[src/rtl/serial_mod3_tx_pkg.sv]
// -----------------------------------------------------------------------------
// serial_mod3_tx_pkg
// Definitions shared by the mod-3 serial transmitter and its matching receiver:
//   - FSM state encodings (IDLE, DATA, CHK1, CHK0)
//   - residue constants R0/R1/R2
//   - mod3_next(r, b): the residue transition r' = (2r + b) mod 3
// -----------------------------------------------------------------------------
package serial_mod3_tx_pkg;

   localparam logic [1:0] S_IDLE = 2'd0;
   localparam logic [1:0] S_DATA = 2'd1;
   localparam logic [1:0] S_CHK1 = 2'd2;
   localparam logic [1:0] S_CHK0 = 2'd3;

   localparam logic [1:0] R0 = 2'd0;
   localparam logic [1:0] R1 = 2'd1;
   localparam logic [1:0] R2 = 2'd2;

   // Residue update for one more bit appended below the current value.
   // Encoding 3 is unreachable; it falls back to R0 so the tracker self-heals.
   function automatic logic [1:0] mod3_next(input logic [1:0] r, input logic b);
      logic [1:0] n;
      case (r)
         R0:      n = b ? R1 : R0;
         R1:      n = b ? R0 : R2;
         R2:      n = b ? R2 : R1;
         default: n = R0;
      endcase
      return n;
   endfunction

endpackage

[src/rtl/serial_mod3_tx_residue.sv]
// -----------------------------------------------------------------------------
// mod3_residue
// Registered mod-3 residue tracker.
// Ports:
//   clk        system clock
//   rst        asynchronous active-high reset (residue -> 0)
//   i_clear    force residue to 0 (takes priority over i_enable)
//   i_enable   fold i_bit into the residue this cycle
//   i_bit      serial bit to fold in
//   o_residue  current residue (0..2)
// -----------------------------------------------------------------------------
module mod3_residue
   import serial_mod3_tx_pkg::*;
(
   input  logic       clk,
   input  logic       rst,
   input  logic       i_clear,
   input  logic       i_enable,
   input  logic       i_bit,
   output logic [1:0] o_residue
);

   logic [1:0] r_residue;

   always_ff @(posedge clk or posedge rst) begin
      if (rst) begin
         r_residue <= R0;
      end else if (i_clear) begin
         r_residue <= R0;
      end else if (i_enable) begin
         r_residue <= mod3_next(r_residue, i_bit);
      end
   end

   assign o_residue = r_residue;

endmodule

[src/rtl/serial_mod3_tx.sv]
// -----------------------------------------------------------------------------
// serial_mod3_tx
// Loads a WIDTH-bit word on a valid/ready handshake, shifts it out MSB-first
// (one bit per accepted beat), then appends the 2-bit mod-3 residue of the
// data bits as a check trailer (residue bit 1, then bit 0).
// Ports:
//   clk         system clock
//   rst         asynchronous active-high reset
//   load_valid  load_data is valid
//   load_ready  block can accept a word (IDLE only)
//   load_data   word to transmit, MSB sent first
//   out         current serial bit
//   out_valid   out holds a valid bit
//   out_ready   sink accepts out this cycle
//   out_check   current bit is a trailer bit
//   out_last    current bit is the final trailer bit
//   residue     residue of data bits accepted so far in this frame
// All outputs are registered.
// -----------------------------------------------------------------------------
module serial_mod3_tx
   import serial_mod3_tx_pkg::*;
#(
   parameter int WIDTH = 8
)(
   input  logic             clk,
   input  logic             rst,
   input  logic             load_valid,
   output logic             load_ready,
   input  logic [WIDTH-1:0] load_data,
   output logic             out,
   output logic             out_valid,
   input  logic             out_ready,
   output logic             out_check,
   output logic             out_last,
   output logic [1:0]       residue
);

   localparam int CW = (WIDTH > 1) ? $clog2(WIDTH) : 1;

   logic [1:0]       r_state;
   logic [WIDTH-1:0] r_shift;
   logic [CW-1:0]    r_count;
   logic             r_out;
   logic             r_out_valid;
   logic             r_out_check;
   logic             r_out_last;
   logic             r_load_ready;

   logic             w_accept;
   logic             w_beat;
   logic             w_res_en;
   logic [1:0]       w_residue;
   logic [1:0]       w_res_next;

   // load_ready is high exactly when the FSM is in IDLE.
   assign w_accept   = r_load_ready & load_valid;
   assign w_beat     = r_out_valid & out_ready;
   assign w_res_en   = w_beat && (r_state == S_DATA);
   // Residue including the bit being accepted now; needed to emit the
   // first check bit in the same cycle the last data bit is taken.
   assign w_res_next = mod3_next(w_residue, r_out);

   mod3_residue u_residue (
      .clk       (clk),
      .rst       (rst),
      .i_clear   (w_accept),
      .i_enable  (w_res_en),
      .i_bit     (r_out),
      .o_residue (w_residue)
   );

   always_ff @(posedge clk or posedge rst) begin
      if (rst) begin
         r_state      <= S_IDLE;
         r_shift      <= '0;
         r_count      <= '0;
         r_out        <= 1'b0;
         r_out_valid  <= 1'b0;
         r_out_check  <= 1'b0;
         r_out_last   <= 1'b0;
         r_load_ready <= 1'b1;
      end else begin
         case (r_state)
            S_IDLE: begin
               if (load_valid) begin
                  r_shift      <= load_data;
                  r_out        <= load_data[WIDTH-1];
                  r_count      <= CW'(WIDTH - 1);
                  r_out_valid  <= 1'b1;
                  r_load_ready <= 1'b0;
                  r_state      <= S_DATA;
               end
            end
            S_DATA: begin
               if (w_beat) begin
                  if (r_count != '0) begin
                     // r_shift[WIDTH-1] is the bit being accepted now.
                     r_out   <= r_shift[WIDTH-2];
                     r_shift <= r_shift << 1;
                     r_count <= r_count - 1'b1;
                  end else begin
                     r_out       <= w_res_next[1];
                     r_out_check <= 1'b1;
                     r_state     <= S_CHK1;
                  end
               end
            end
            S_CHK1: begin
               if (w_beat) begin
                  r_out      <= w_residue[0];
                  r_out_last <= 1'b1;
                  r_state    <= S_CHK0;
               end
            end
            default: begin // S_CHK0
               if (w_beat) begin
                  r_out        <= 1'b0;
                  r_out_valid  <= 1'b0;
                  r_out_check  <= 1'b0;
                  r_out_last   <= 1'b0;
                  r_load_ready <= 1'b1;
                  r_state      <= S_IDLE;
               end
            end
         endcase
      end
   end

   assign load_ready = r_load_ready;
   assign out        = r_out;
   assign out_valid  = r_out_valid;
   assign out_check  = r_out_check;
   assign out_last   = r_out_last;
   assign residue    = w_residue;

endmodule

[config.mk]
export PLATFORM = sky130hd
export DESIGN_NAME = serial_mod3_tx
export DESIGN_NICKNAME = d
export VERILOG_FILES = /design/src/rtl/serial_mod3_tx_pkg.sv /design/src/rtl/serial_mod3_tx_residue.sv /design/src/rtl/serial_mod3_tx.sv
export SDC_FILE = /design/constraint.sdc
export NUM_CORES = 1
export LEC_CHECK = 0
export ABC_AREA = 1
export BUFFER_PORTS_ARGS = -buffer_cell sky130_fd_sc_hd__buf_2
export CAP_MARGIN = 5
export CORE_AREA = 3 3 50 52
export CTS_CLUSTER_DIAMETER = 50
export DETAILED_ROUTE_END_ITERATION = 6
export DIE_AREA = 0 0 53 55
export HOLD_SLACK_MARGIN = 0.12
export PLACE_DENSITY = 0.78
export SYNTH_ARGS = -nofsm -noshare
export SYNTH_HDL_FRONTEND = slang
export SYNTH_SLANG_ARGS = --single-unit
[constraint.sdc]
create_clock -name clk -period 1.8 [get_ports clk]
set_clock_uncertainty 0.05 [all_clocks]
set_input_delay 0.36 -clock clk [delete_from_list [all_inputs] [get_ports clk]]
set_output_delay 0.36 -clock clk [all_outputs]
set_load 0.01 [all_outputs]
**After elaboration in Yosys (flattened, before gate mapping)**

Index checks and enable logic that the tools add are counted.

- Register bits after elaboration: 19
- Input bits: 12
- Logic and storage cells: 75

- Add/subtract/negate cells: 1
- Equality and inequality tests: 9
- Multiplexer cells: 35
- Bitwise operators: 5
- Reductions and logical operators: 16

Operators by type and width:

| cell | count |
|---|---|
| $mux W7 | 3 |
| $mux W2 | 9 |
| $pmux W7 S2 | 1 |
| $pmux W2 S3 | 2 |
| $mux W1 | 11 |
| $mux W3 | 3 |
| $ne A2 B2 Y1 const B | 4 |
| $pmux W1 S2 | 4 |
| $reduce_and A4 Y1 | 2 |
| $pmux W3 S2 | 1 |
| $reduce_and A3 Y1 | 2 |
| $reduce_bool A2 Y1 | 3 |
| $reduce_or A2 Y1 | 3 |
| $reduce_and A5 Y1 | 1 |
| $eq A2 B1 Y1 const B | 2 |
| $eq A2 B2 Y1 const B | 2 |
| $logic_not A2 Y1 | 2 |
| $not A1 Y1 | 3 |
| $pmux W1 S3 | 1 |
| $reduce_bool A3 Y1 | 1 |
| $sub A3 B1 Y3 const B | 1 |
| $and A1 B1 Y1 | 2 |
| $ne A2 B1 Y1 const B | 1 |
| $reduce_and A2 Y1 | 1 |
| $logic_and A1 B1 Y1 | 1 |

**Depth between registers and ports, before layout**

- Depth in word-level cells: 5
- Gate-level depth with buffers: 10
- Gate-level depth less buffers: 10

**Modules after synthesis**

From an unflattened synthesis, not the netlist that was laid out.

- Cells, all modules: 162
- Area total of the unflattened synthesis: 1152.4 um2

Modules (own cells, without submodules):

| module | instances | cells an instance | area an instance (um2) | seq. area each (um2) |
|---|---|---|---|---|
| serial_mod3_tx | 1 | 144 | 1034.7 | 426.7 |
| mod3_residue | 1 | 18 | 117.6 | 50.0 |

**Worst setup path after synthesis**

OpenSTA, ideal clock, no wires.

- Kind: reg-to-reg
- Start: register r_state[1]
- End: register r_count[0]
- Data arrival time: 1.330 ns
- Required time: 1.627 ns
- Slack: 0.297 ns
- Cell stages (with the launch flop): 11
- Path buffers: 2
- Cells stage by stage: dfrtp_1 -> inv_1 -> ha_1 -> inv_2 -> buf_6 -> nand2_2 -> o21ai_2 -> nor2_4 -> buf_6 -> nor2_1 -> nor2_2

- Longest elaborated chain between the ends: 3
- Elaborated cells on any way between the ends: 8
- Those cells by class: eq/ne (4); mux (1); reduce/logical (3)

RTL lines:

| item | RTL line | source |
|---|---|---|
| start, declared | serial_mod3_tx.sv:40 | `logic [1:0] r_state;` |
| start signal, assigned | serial_mod3_tx.sv:74 | `r_state <= S_IDLE;` |
| start signal, assigned | serial_mod3_tx.sv:91 | `r_state <= S_DATA;` |
| start signal, assigned | serial_mod3_tx.sv:104 | `r_state <= S_CHK1;` |
| $eq A2 B1 Y1 or $logic_not A2 Y1 (tied branches) | serial_mod3_tx.sv:83 | `case (r_state)` |
| $ne A2 B1 Y1 (no source line), or another cell as far along | -- |  |
| $reduce_and A4 Y1 (no source line) | -- |  |
| end signal, assigned | serial_mod3_tx.sv:88 | `r_count <= CW'(WIDTH - 1);` |
| end signal, assigned | serial_mod3_tx.sv:100 | `r_count <= r_count - 1'b1;` |
| end, declared | serial_mod3_tx.sv:42 | `logic [CW-1:0] r_count;` |

Parallel ways exist; a longest one is shown, timed or not.
A chain may end at the register's enable or synchronous reset.

**Worst setup path after layout**

- Start: register r_state[1]
- End: register r_count[2]

The elaborated chain is that of the path after synthesis.

==> impl_metrics.csv <==
group,metric,value,unit
run_status,status,"completed",
worst_setup_path,r2r-start,"r_state[1]",
floorplanning,ios,19,
placement,port_buffers,18,
floorplanning,die_y,55,um
run,timing.max_cap.violations,0,
clock_network,cts_root_buffer,"clkbuf_4",
placement,pre_cts_ws,0.127,ns
timing,max_clock_freq,0.609,GHz
timing,period_minus_slack,1.64,ns
worst_setup_path,r2r_cells,8,
yosys,synthDistinctLibCells,21,
timing,slew_headroom,82.9,%
global_routing,grtUsageTotal,17.8,%
timing,worst_pin_slew,0.257,ns
timing,finalHoldViolCount,0,
clock_network,cts_tree,"yes",
clock_network,clkLatencyLatePin,0.30,ns
finish,num_antenna_cells,0,
power,leakage,0.722,nW
finish,num-nets-final,195,
drt,routed_wl,2280,um
yosys,synth_cells,153,
worst_setup_path,crit_type,"register to register",
placement,gp_congestion,0.833,
yosys,syn_nets,171,
worst_setup_path,crit-reg2reg-capture,"r_count[2]",
floorplanning,initial_core_util,51.8,%
floorplanning,coreArea,2150,sq um
power,p_per_area,1730,nW/um^2
timing,finalCritPeriodShare,91.3,%
hold_path,hold_depth,5,
global_routing,overflow,0,
worst_setup_path,critPathLaunchType,"register",
drt,routed_via_density,5.04,
timing,rsz0062_at_grt,"no",
yosys,ys_warn_count,0,
worst_setup_path,cp.arrival,1.82,ns
worst_setup_path,path_max_fanout,12,
drt,drc,0,
yosys,synth_seq_cells,19,
drt,dr_total_vias,1028,
global_routing,grt_pass1_vias,918,
timing,slew_violations,0,
clock_network,postCtsSetupRepairBufs,0,
global_routing,grt_pass1_wl,3870,um
drt,dr.pass1.iters,4,
drt,avgRoutedWirePerCell,11.2,um
yosys,synth-seq-area-share,42.8,%
global_routing,antenna_found_initial,0,
power,total_power,2.22,mW
finish,area_growth,14.9,%
clock_network,clk_pin_slew_worst_paths,0.12,ns
yosys,syn-cell-area,1110,sq um
worst_setup_path,setup.worst_path.end,"r_count[2]",
worst_setup_path,cp.required,1.98,ns
timing,setup_violations,0,
worst_setup_path,reg2reg_slack,0.16,ns
timing,setup_slack,0.157,ns
drt,ant_nets,0,
floorplanning,row_count,17,
power,ir_worst_vdd,1.12,mV
clock_network,clock-sinks,19,
worst_setup_path,crit_start,"r_state[1]",
floorplanning,fp.dieW,53,um
global_routing,grt_start_max_net_pins,20,
hold_path,hp-class,"input port to register",
clock_network,h-tree-depth,1,
worst_setup_path,endpoint_kind,"register",
floorplanning,dieArea,2920,sq um
clock_network,cts_buffer_depth,2,
yosys,avgSynthCellArea,7.28,sq um
clock_network,cts_buffers,3,
drt,first_iter_violations,12,
finish,drive_gt1_share,19.3,%
placement,dpl.hpwl,1760,um
timing,finalSetupTns,0,ns
[state kept, by name (all words and copies together), names as in the netlist]
| register | cells |
|---|---|
| out | 1 |
| load_ready | 1 |
| out_check | 1 |
| out_last | 1 |
| out_valid | 1 |
| r_state | 2 |
| r_count | 3 |
| u_residue.o_residue | 2 |
| r_shift | 7 |
[worst min path at each step]
stage / startpoint / endpoint / slack [ns]
2_1_floorplan: rst / out / 0.26
3_3_place_gp: rst / r_state[1] / 0.34
3_5_place_dp: rst / r_state[1] / 0.35
4_1_cts: load_data[0] / r_shift[0] / 0.29
5_1_grt: load_data[1] / r_shift[1] / 0.31
6_report: load_data[0] / r_shift[0] / 0.30
[area by class of cell]
class,count,area (sq um)
Clock buffer,3,22.5
Multi-Input combinational cell,111,543
Fill cell,203,868
Sequential cell,19,477
Clock inverter,1,5.00
Inverter,20,75.1
Timing Repair Buffer,22,123
Tap cell,28,35.0
[kinds of logic after synthesis]
group                      share of synthesized area, %
and+or+nand+nor                                    30.7
buffers and inverters                              9.10
DFF                                                42.8
AOI/OAI and AO/OA                                  10.7
adders and majority gates                          6.74
[placed cells by master, fill, tap and decap left out]
master,netlist,layout
nand2_1,61,61
inv_1,19,19
buf_2,0,18
dfrtp_1,18,18
o21ai_0,13,12
nor2_1,8,8
nand3_1,7,7
ha_1,6,6
o21ai_1,2,3
a21oi_1,3,3
clkbuf_4,0,3
buf_4,0,3
nand2_2,2,2
o22ai_1,2,2
or2_2,2,2
nor3_1,1,1
inv_2,1,1
o21ai_4,0,1
nor2_4,1,1
nor2_2,1,1
o21a_1,1,1
clkinv_2,0,1
dlygate4sd3_1,0,1
dfstp_2,1,1
[per-stage QoR]
stage	instance area, sq um	instances	util, %	hold WS [ns]
after global placement	1230	199	57.5	0.336
final	1280	204	59.6	0.295
after detailed placement	1230	199	57.5	0.346
after global routing	1280	204	59.6	0.314
after CTS	1270	204	59.2	0.290
after floorplan	1110	153	-	0.260
[where the power goes]
group,internal (mW),switching [mW]
registers,0.631,0.114
clock network,0.0828,0.142
logic,0.449,0.800
total,1.16,1.06
[worst max-delay path, cell delays in order, from the launching register on]
cell and delay (ns):
dfrtp_1 0.43, inv_1 0.09, ha_1 0.24, inv_2 0.14
nand2_2 0.11, o21ai_4 0.09, nor2_4 0.23, nand2_1 0.09
o21ai_1 0.09
[Yosys cell counts]
| cell type | number | area (sq um) |
|---|---|---|
| dfrtp_1 | 18 | 450 |
| buf_6 | 2 | 22.5 |
| nor2_2 | 1 | 6.26 |
| nor3_1 | 1 | 5.00 |
| nor2_1 | 8 | 30.0 |
| o21a_1 | 1 | 7.51 |
| nand2_2 | 2 | 12.5 |
| dfstp_2 | 1 | 26.3 |
| clkbuf_1 | 1 | 3.75 |
| inv_1 | 19 | 71.3 |
| ha_1 | 6 | 75.1 |
| inv_2 | 1 | 3.75 |
| o22ai_1 | 2 | 12.5 |
| nand3_1 | 7 | 35.0 |
| or2_2 | 2 | 12.5 |
| o21ai_2 | 1 | 8.76 |
| a21oi_1 | 3 | 15.0 |
| nand2_1 | 61 | 229 |
| nor2_4 | 1 | 11.3 |
| o21ai_1 | 2 | 10.0 |
| o21ai_0 | 13 | 65.1 |
[timing repair]
action                                 4_1_cts  5_1_grt
hold buffers                                 1        0
gates resized for setup                      0        2
setup endpoints to repair                    0        3
endpoints found under the hold margin       18        0
[metal layers]
| metal | track usage [%] | vias to the layer above | wire length [um] |
|---|---|---|---|
| met5 | 0 | - | 0 |
| met1 | 22.6 | 474 | 1020 |
| met2 | 32.2 | 30 | 1140 |
| met4 | 3.83 | 0 | 35 |
| li1 | - | 518 | - |
| met3 | 2.41 | 6 | 83 |
(Power assumes the default switching activity.)
